File: config.mk
export PLATFORM = sky130hd
export DESIGN_NAME = gmii_rx
export DESIGN_NICKNAME = d
export VERILOG_FILES = /design/src/rtl/gmii_pkg.sv /design/src/rtl/crc32_d8.sv /design/src/rtl/gmii_rx.sv
export SDC_FILE = /design/constraint.sdc
export NUM_CORES = 1
export LEC_CHECK = 0
export BUFFER_PORTS_ARGS = -buffer_cell sky130_fd_sc_hd__buf_2
export CORE_MARGIN = 5
export CORE_UTILIZATION = 60
export CTS_CLUSTER_DIAMETER = 200
export CTS_CLUSTER_SIZE = 12
export DETAILED_ROUTE_END_ITERATION = 8
export PLACE_DENSITY = 0.86
export SLEW_MARGIN = 30
export SYNTH_ARGS = -nofsm -noshare
export SYNTH_HDL_FRONTEND = slang
export SYNTH_HIERARCHICAL = 1
export SYNTH_SLANG_ARGS = --single-unit
File: constraint.sdc
create_clock -name rx_clk -period 8.7 [get_ports rx_clk]
set_input_delay 1.74 -clock rx_clk [delete_from_list [all_inputs] [get_ports rx_clk]]
set_output_delay 1.74 -clock rx_clk [all_outputs]
set_load 0.05 [all_outputs]
File: src/rtl/gmii_pkg.sv
// gmii_pkg: shared state encoding, header offsets and constants for the GMII video receiver.
`default_nettype none

package gmii_pkg;

   typedef enum logic [2:0] {
      S_IDLE    = 3'd0,
      S_PRE     = 3'd1,
      S_HDR     = 3'd2,
      S_RESOL   = 3'd3,
      S_PAYLOAD = 3'd4,
      S_FCS     = 3'd5,
      S_DROP    = 3'd6
   } state_t;

   localparam logic [10:0] ETH_TYPE_OFF   = 11'd12;
   localparam logic [10:0] IP_PROT_OFF    = 11'd23;
   localparam logic [10:0] UDP_DPORT_OFF  = 11'd36;
   localparam logic [10:0] HDR_LAST_OFF   = 11'd41;
   localparam logic [10:0] RESOL_OFF      = 11'd42;
   localparam logic [10:0] RESOL_LAST_OFF = 11'd43;
   localparam logic [10:0] PAY_OFF        = 11'd44;

   localparam logic [15:0] ETH_TYPE_IP   = 16'h0800;
   localparam logic [7:0]  IP_PROT_UDP   = 8'h11;
   localparam logic [7:0]  PREAMBLE_BYTE = 8'h55;
   localparam logic [7:0]  SFD_BYTE      = 8'hD5;

   localparam logic [31:0] CRC_INIT    = 32'hFFFF_FFFF;
   localparam logic [31:0] CRC_POLY    = 32'h04C1_1DB7;
   localparam logic [31:0] CRC_RESIDUE = 32'hC704_DD7B;

   // Data enters LSB first into an MSB-first register, so the register is the
   // bit-reverse of the usual reflected CRC and the good residue is 0xC704DD7B.
   function automatic logic [31:0] crc32_byte(input logic [31:0] crc, input logic [7:0] data);
      logic [31:0] c;
      c = crc;
      for (int i = 0; i < 8; i++) begin
         if (c[31] ^ data[i]) c = {c[30:0], 1'b0} ^ CRC_POLY;
         else                 c = {c[30:0], 1'b0};
      end
      return c;
   endfunction

endpackage

`default_nettype wire

File: src/rtl/crc32_d8.sv
// crc32_d8: byte-wide Ethernet CRC-32 with synchronous seed and enable.
`default_nettype none

module crc32_d8
   import gmii_pkg::*;
(
   input  logic        clk,
   input  logic        rst,
   input  logic        init,
   input  logic        en,
   input  logic [7:0]  data,
   output logic [31:0] crc
);

   logic [31:0] crc_q, crc_d;

   always_comb begin
      crc_d = crc_q;
      if (init)    crc_d = CRC_INIT;
      else if (en) crc_d = crc32_byte(crc_q, data);
   end

   always_ff @(posedge clk) begin
      if (rst) crc_q <= CRC_INIT;
      else     crc_q <= crc_d;
   end

   assign crc = crc_q;

endmodule

`default_nettype wire

File: src/rtl/gmii_rx.sv
// gmii_rx: GMII receiver that filters UDP video frames and emits YCbCr pixel pairs.
`default_nettype none

module gmii_rx
   import gmii_pkg::*;
#(
   parameter logic [47:0] MY_MAC   = 48'h002345678902,
   parameter logic [15:0] UDP_PORT = 16'h3039,
   parameter logic [10:0] PAY_LEN  = 11'd1280
) (
   input  logic        rx_clk,
   input  logic        sys_rst,
   input  logic        rx_dv,
   input  logic        rx_er,
   input  logic [7:0]  rxd,
   input  logic        fifo_full,
   output logic        pix_wr,
   output logic [15:0] pix_data,
   output logic [9:0]  pix_x,
   output logic [10:0] pix_y,
   output logic        frame_ok,
   output logic        frame_err,
   output logic        hdr_drop
);

   localparam logic [10:0] PAY_LAST_OFF = PAY_OFF + PAY_LEN - 11'd1;
   localparam logic [10:0] FCS_DONE_OFF = PAY_OFF + PAY_LEN + 11'd4;

   state_t      state_q, state_d;
   logic [10:0] off_q, off_d;
   logic        err_pend_q, err_pend_d;
   logic        overflow_q, overflow_d;
   logic [7:0]  even_q, even_d;
   logic [2:0]  resol_hi_q, resol_hi_d;
   logic        pix_wr_q, pix_wr_d;
   logic [15:0] pix_data_q, pix_data_d;
   logic [9:0]  pix_x_q, pix_x_d;
   logic [10:0] pix_y_q, pix_y_d;
   logic        frame_ok_q, frame_ok_d;
   logic        frame_err_q, frame_err_d;
   logic        hdr_drop_q, hdr_drop_d;

   logic        crc_init, crc_en;
   logic [31:0] crc;
   logic        in_frame, hdr_accepted, byte_ok, ovf_now, fcs_done, hdr_bad;
   logic [7:0]  mac_byte;

   crc32_d8 u_crc (
      .clk  (rx_clk),
      .rst  (sys_rst),
      .init (crc_init),
      .en   (crc_en),
      .data (rxd),
      .crc  (crc)
   );

   assign in_frame     = state_q inside {S_HDR, S_RESOL, S_PAYLOAD, S_FCS};
   assign hdr_accepted = state_q inside {S_RESOL, S_PAYLOAD, S_FCS};
   assign byte_ok      = rx_dv && !rx_er;
   assign ovf_now      = overflow_q || (pix_wr_q && fifo_full);
   assign fcs_done     = (state_q == S_FCS) && (off_q == FCS_DONE_OFF);

   // Offset 0 carries the most significant MAC byte.
   always_comb begin
      mac_byte = 8'(MY_MAC >> (6'd40 - {off_q[2:0], 3'b000}));
      hdr_bad  = 1'b0;
      if (state_q == S_HDR) begin
         if (off_q < 11'd6)                              hdr_bad = (rxd != mac_byte);
         else if (off_q == ETH_TYPE_OFF)                 hdr_bad = (rxd != ETH_TYPE_IP[15:8]);
         else if (off_q == ETH_TYPE_OFF + 11'd1)         hdr_bad = (rxd != ETH_TYPE_IP[7:0]);
         else if (off_q == IP_PROT_OFF)                  hdr_bad = (rxd != IP_PROT_UDP);
         else if (off_q == UDP_DPORT_OFF)                hdr_bad = (rxd != UDP_PORT[15:8]);
         else if (off_q == UDP_DPORT_OFF + 11'd1)        hdr_bad = (rxd != UDP_PORT[7:0]);
      end
   end

   always_ff @(posedge rx_clk) begin
      if (sys_rst) begin
         state_q     <= S_IDLE;
         off_q       <= '0;
         err_pend_q  <= 1'b0;
         overflow_q  <= 1'b0;
         even_q      <= '0;
         resol_hi_q  <= '0;
         pix_wr_q    <= 1'b0;
         pix_data_q  <= '0;
         pix_x_q     <= '0;
         pix_y_q     <= '0;
         frame_ok_q  <= 1'b0;
         frame_err_q <= 1'b0;
         hdr_drop_q  <= 1'b0;
      end else begin
         state_q     <= state_d;
         off_q       <= off_d;
         err_pend_q  <= err_pend_d;
         overflow_q  <= overflow_d;
         even_q      <= even_d;
         resol_hi_q  <= resol_hi_d;
         pix_wr_q    <= pix_wr_d;
         pix_data_q  <= pix_data_d;
         pix_x_q     <= pix_x_d;
         pix_y_q     <= pix_y_d;
         frame_ok_q  <= frame_ok_d;
         frame_err_q <= frame_err_d;
         hdr_drop_q  <= hdr_drop_d;
      end
   end

   always_comb begin
      state_d    = state_q;
      off_d      = off_q;
      err_pend_d = err_pend_q;
      overflow_d = ovf_now;
      crc_init   = 1'b0;
      crc_en     = 1'b0;
      case (state_q)
         S_IDLE: begin
            if (rx_dv) state_d = (rxd == PREAMBLE_BYTE) ? S_PRE : S_DROP;
         end
         S_PRE: begin
            if (!rx_dv)                     state_d = S_IDLE;
            else if (rx_er)                 state_d = S_DROP;
            else if (rxd == SFD_BYTE) begin
               state_d    = S_HDR;
               off_d      = '0;
               crc_init   = 1'b1;
               overflow_d = 1'b0;
               err_pend_d = 1'b0;
            end
            else if (rxd != PREAMBLE_BYTE)  state_d = S_DROP;
         end
         S_HDR, S_RESOL, S_PAYLOAD, S_FCS: begin
            if (!rx_dv) begin
               state_d = S_IDLE;
            end else if (rx_er || hdr_bad || fcs_done) begin
               // Any bad byte is reported once, when rx_dv finally falls in DROP.
               state_d    = S_DROP;
               err_pend_d = hdr_accepted;
            end else begin
               crc_en = 1'b1;
               off_d  = off_q + 11'd1;
               if (state_q == S_HDR && off_q == HDR_LAST_OFF)           state_d = S_RESOL;
               else if (state_q == S_RESOL && off_q == RESOL_LAST_OFF)  state_d = S_PAYLOAD;
               else if (state_q == S_PAYLOAD && off_q == PAY_LAST_OFF)  state_d = S_FCS;
            end
         end
         S_DROP: begin
            if (!rx_dv) state_d = S_IDLE;
         end
         default: state_d = S_IDLE;
      endcase
   end

   always_comb begin
      pix_wr_d    = 1'b0;
      pix_data_d  = pix_data_q;
      pix_x_d     = pix_x_q;
      pix_y_d     = pix_y_q;
      even_d      = even_q;
      resol_hi_d  = resol_hi_q;
      frame_ok_d  = 1'b0;
      frame_err_d = 1'b0;
      hdr_drop_d  = 1'b0;

      if (byte_ok && state_q == S_RESOL) begin
         if (!off_q[0]) resol_hi_d = rxd[2:0];
         else           pix_y_d    = {resol_hi_q, rxd};
      end

      if (byte_ok && state_q == S_PAYLOAD) begin
         if (!off_q[0]) begin
            even_d = rxd;
         end else begin
            pix_wr_d   = 1'b1;
            pix_data_d = {even_q, rxd};
            pix_x_d    = 10'((off_q - PAY_OFF) >> 1);
         end
      end

      if (in_frame && !rx_dv) begin
         if (fcs_done) begin
            if (crc == CRC_RESIDUE && !ovf_now) frame_ok_d  = 1'b1;
            else                                frame_err_d = 1'b1;
         end
         else if (hdr_accepted) frame_err_d = 1'b1;
         else                   hdr_drop_d  = 1'b1;
      end

      if (byte_ok && hdr_bad)                          hdr_drop_d  = 1'b1;
      if (state_q == S_DROP && !rx_dv && err_pend_q)   frame_err_d = 1'b1;
   end

   assign pix_wr    = pix_wr_q;
   assign pix_data  = pix_data_q;
   assign pix_x     = pix_x_q;
   assign pix_y     = pix_y_q;
   assign frame_ok  = frame_ok_q;
   assign frame_err = frame_err_q;
   assign hdr_drop  = hdr_drop_q;

endmodule

`default_nettype wire

==> key figures <==
Run status
  – Status: completed

Routing
  – Drt pass-1 iters: 4
  – DRC: 0
  – DR iter-0 viols: 350
  – ANT nets after route: 0
  – DR vias: between 4,000 and 5,000
  – WL per Instance: ~17 microns
  – Drt via density: 6.063
  – Detailed Route WL: 13,040 microns

Timing
  – Post-layout minimum cycle time: between 4 and 5 ns
  – Sum of negative setup slack: 0 ns
  – Worst Tran Pin Value: about 0.87 ns
  – Rel. slew slack: 0.4210
  – Fin. max-slew vios: 0
  – Unrepaired setup endpoints after global routing: false
  – Fmax: ~0.20 GHz
  – Final Skew: approximately 0.016 ns
  – Worst hold slack: between 0.4 and 0.5 ns
  – Final Cycle Share: 0.5681
  – Final Hold Viols: 0
  – Final setup violating endpoints: 0

Hold path
  – Hold Path Class: reg -> reg

Critical path
  – Highest-delay cell along the critical path: clkinv_2
  – Buffers plus inverters on the worst setup path: 2
  – Worst setup EP type: flip-flop
  – Worst Path Class, Setup: in -> reg
  – Crit path max-delay family: simple AND/OR/NAND/NOR gates
  – Slowest stage delay, CP: approximately 0.73 ns
  – CP dominant cell by count: a21oi_1
  – Req. time, crit path: 8.95 ns
  – Worst Setup Start Kind: input pin
  – Crit path max fanout: 51
  – CP arrival: just over 5 ns
  – Cells along the critical path: buf_2, or3_1, nor3_1, a21oi_1, o221ai_1, a21oi_1, o211ai_4, nor2b_1, clkinv_2, nor2_1, a21oi_1

CTS
  – Cts bufs inserted: 9
  – Clock root buffer: clkbuf_8
  – Clock Latency Late Sink: between 0.3 and 0.4 ns
  – # resized after CTS: 0
  – H-tree levels: 3
  – CTS Sinks: 100
  – Clk slew on worst S/H paths: roughly 0.10 ns
  – CTS tree: yes
  – Hold buffer count at cts: 0
  – Clock Tree Buf Depth: 2
  – Post-CTS Setup Bufs: 0

Synthesis
  – Ys flop type: dfxtp_1
  – Sequential area share after synthesis: 0.3640
  – Yosys cell types: 65
  – Post-Syn Area per Cell: 9.047 sq um
  – Cells after Synth: ~610
  – Ys async rst share: 0
  – Leading post-synthesis cells by cell area: dfxtp_1, nand2_1, xnor2_1
  – Cell Area, Synth: around 5500 sq um
  – Post-synth top area share: 0.3640
  – Flops & latches, synth: 100
  – YS warnings: 6
  – Post-synth net total: about 630
  – Post-synth EDFFs: 0
  – Synth area leader: dfxtp_1

Die
  – I/O pins: 54
  – Die H: 105.7 microns
  – Die X: roughly 110 microns
  – Row count: 35
  – Core box area: slightly above 9000 sq um
  – Initial Util: 0.6038
  – Die ar.: roughly 11,000 sq um

GRT
  – Global Route Usage Sum: 0.2384
  – Vias in the first global route: between 4,000 and 5,000
  – Initial antenna violation count: 0
  – First-pass GRT wire length: roughly 21,000 microns
  – GRT overflow: 0
  – Largest net degree at the start of global routing: 62

Finish
  – Area grow syn2layout: 7.689%
  – NumNets Final: around 660
  – Share of layout cells above drive strength 1: 0.1567
  – N_diodes: 0

Place
  – GPL Wtd Cong: 0.9912
  – Dpl hpwl: about 9500 microns
  – Number of port buffers: 53

Pwr
  – Peak supply drop: about 0.17 mV
  – Pwr Total: approximately 1.4 mW
  – Leakage Power: 2.447 nW
  – Pwr Density: roughly 240 nW/um^2

Job
  – Max Cap Viol: 0
[worst reg2reg max path: cells and delay by family, from the launching register on]
kind            cells  cell delay [ns]
buf+inv             2             0.91
simple gates        5             1.74
compound gates      4             0.45
flops               1             0.61
fa+ha+maj           1             0.34
[final cells by class]
| class | count | area (sq um) |
|---|---|---|
| clock buffers | 9 | 123.9 |
| clock inverters | 7 | 55.05 |
| fillers | 715 | 3186 |
| inverters | 9 | 35.03 |
| multi-input cells | 458 | 3286 |
| flip-flops and latches | 100 | 2002 |
| well taps | 111 | 138.9 |
| repair buffers | 55 | 282.8 |
[layer usage]
layer / global-route usage / vias to the layer above / wire (microns) / share of wire
met3: 0.03919 / 40 / 611 / 0.047
met4: 0.1156 / 0 / 396 / 0.030
met1: 0.2932 / 2159 / 5449 / 0.42
met5: 0 / - / 0 / 0
met2: 0.4053 / 168 / 6586 / 0.50
li1: - / 2174 / - / -
[cell usage after synthesis, drive strengths merged (3+ instances only)]
cell type / count
ha: 10
a2111oi: 4
xnor3: 15
nor2: 63
nand2: 80
nor3: 18
o21ai: 25
mux2i: 23
nand4: 5
nor3b: 3
or3: 13
or2: 4
clkbuf: 34
dfxtp: 100
nor4: 7
a21oi: 56
xor2: 13
a211oi: 4
xnor2: 45
nand3: 6
inv: 8
buf: 6
o31ai: 3
or4: 4
nand2b: 6
nand4b: 6
o211ai: 17
nor2b: 4
[flip-flops by register name, indices dropped and copies added, names as in the netlist]
signal and count:
frame_err 1, overflow_q 1, pix_data 16, hdr_drop 1
u_crc/crc 32, pix_wr 1, err_pend_q 1, pix_y 11
off_q 11, even_q 8, resol_hi_q 3, state_q 3
frame_ok 1, pix_x 10
[cell families (layout without fill, tap and decap cells)]
kind of cell	Yosys count	after routing	synth area share
AOI/OAI and AO/OA	119	119	0.1328
xor gates and xnor gates	75	75	0.1906
adders and majority gates	10	10	0.02275
buffers and inverters	50	80	0.04026
DFF	100	100	0.3640
muxes	23	23	0.04186
and+or+nand+nor	231	231	0.2077
[cells in the final DEF, fill, tap and decap left out, drive strengths merged, types with 2 or more instances in the layout]
cell	synthesis	routed
a2111oi	4	4
a211oi	4	4
a21oi	56	56
a31oi	2	2
and3	2	2
and4b	2	2
buf	6	55
clkbuf	34	9
clkinv	1	4
dfxtp	100	100
ha	10	10
inv	8	12
mux2i	23	23
nand2	80	80
nand2b	6	6
nand3	6	6
nand3b	2	2
nand4	5	5
nand4b	6	6
nor2	63	63
nor2b	4	4
nor3	18	18
nor3b	3	3
nor4	7	7
nor4b	2	2
o211ai	17	17
o21ai	25	25
o22ai	2	2
o31ai	3	3
or2	4	4
or3	13	13
or4	4	4
xnor2	45	45
xnor3	15	15
xor2	13	13
xor3	2	2
[power by group]
part	internal [mW]	switching [mW]	total [mW]
Clock	0.109	0.170	0.279
Sequential	0.498	0.0557	0.554
Combinational	0.287	0.277	0.564
Total	0.894	0.502	1.40
[per-stage QoR]
stage | std cells | utilization | setup WS (ns) | area (sq um)
after CTS | 749 | 0.6500 | 3.836 | 5921
after global placement | 733 | 0.6299 | 3.083 | 5738
final | 749 | 0.6503 | 3.758 | 5923
after detailed placement | 733 | 0.6304 | 3.471 | 5742
after floorplan | 608 | - | 4.676 | 5500
after global routing | 749 | 0.6503 | 3.460 | 5923
[path summary, 6_finish.rpt]
check | from | end | slack [ns] | cells after the start
worst min-delay path | pix_data[8] | pix_data[8] | 0.46 | 2
worst max-delay path | rxd[6] | u_crc/crc[2] | 3.76 | 11
worst min register to register | pix_data[8] | pix_data[8] | 0.46 | 2
worst max register to register | off_q[0] | u_crc/crc[2] | 4.53 | 12
No activity file was read; power rests on OpenSTA's default activity.
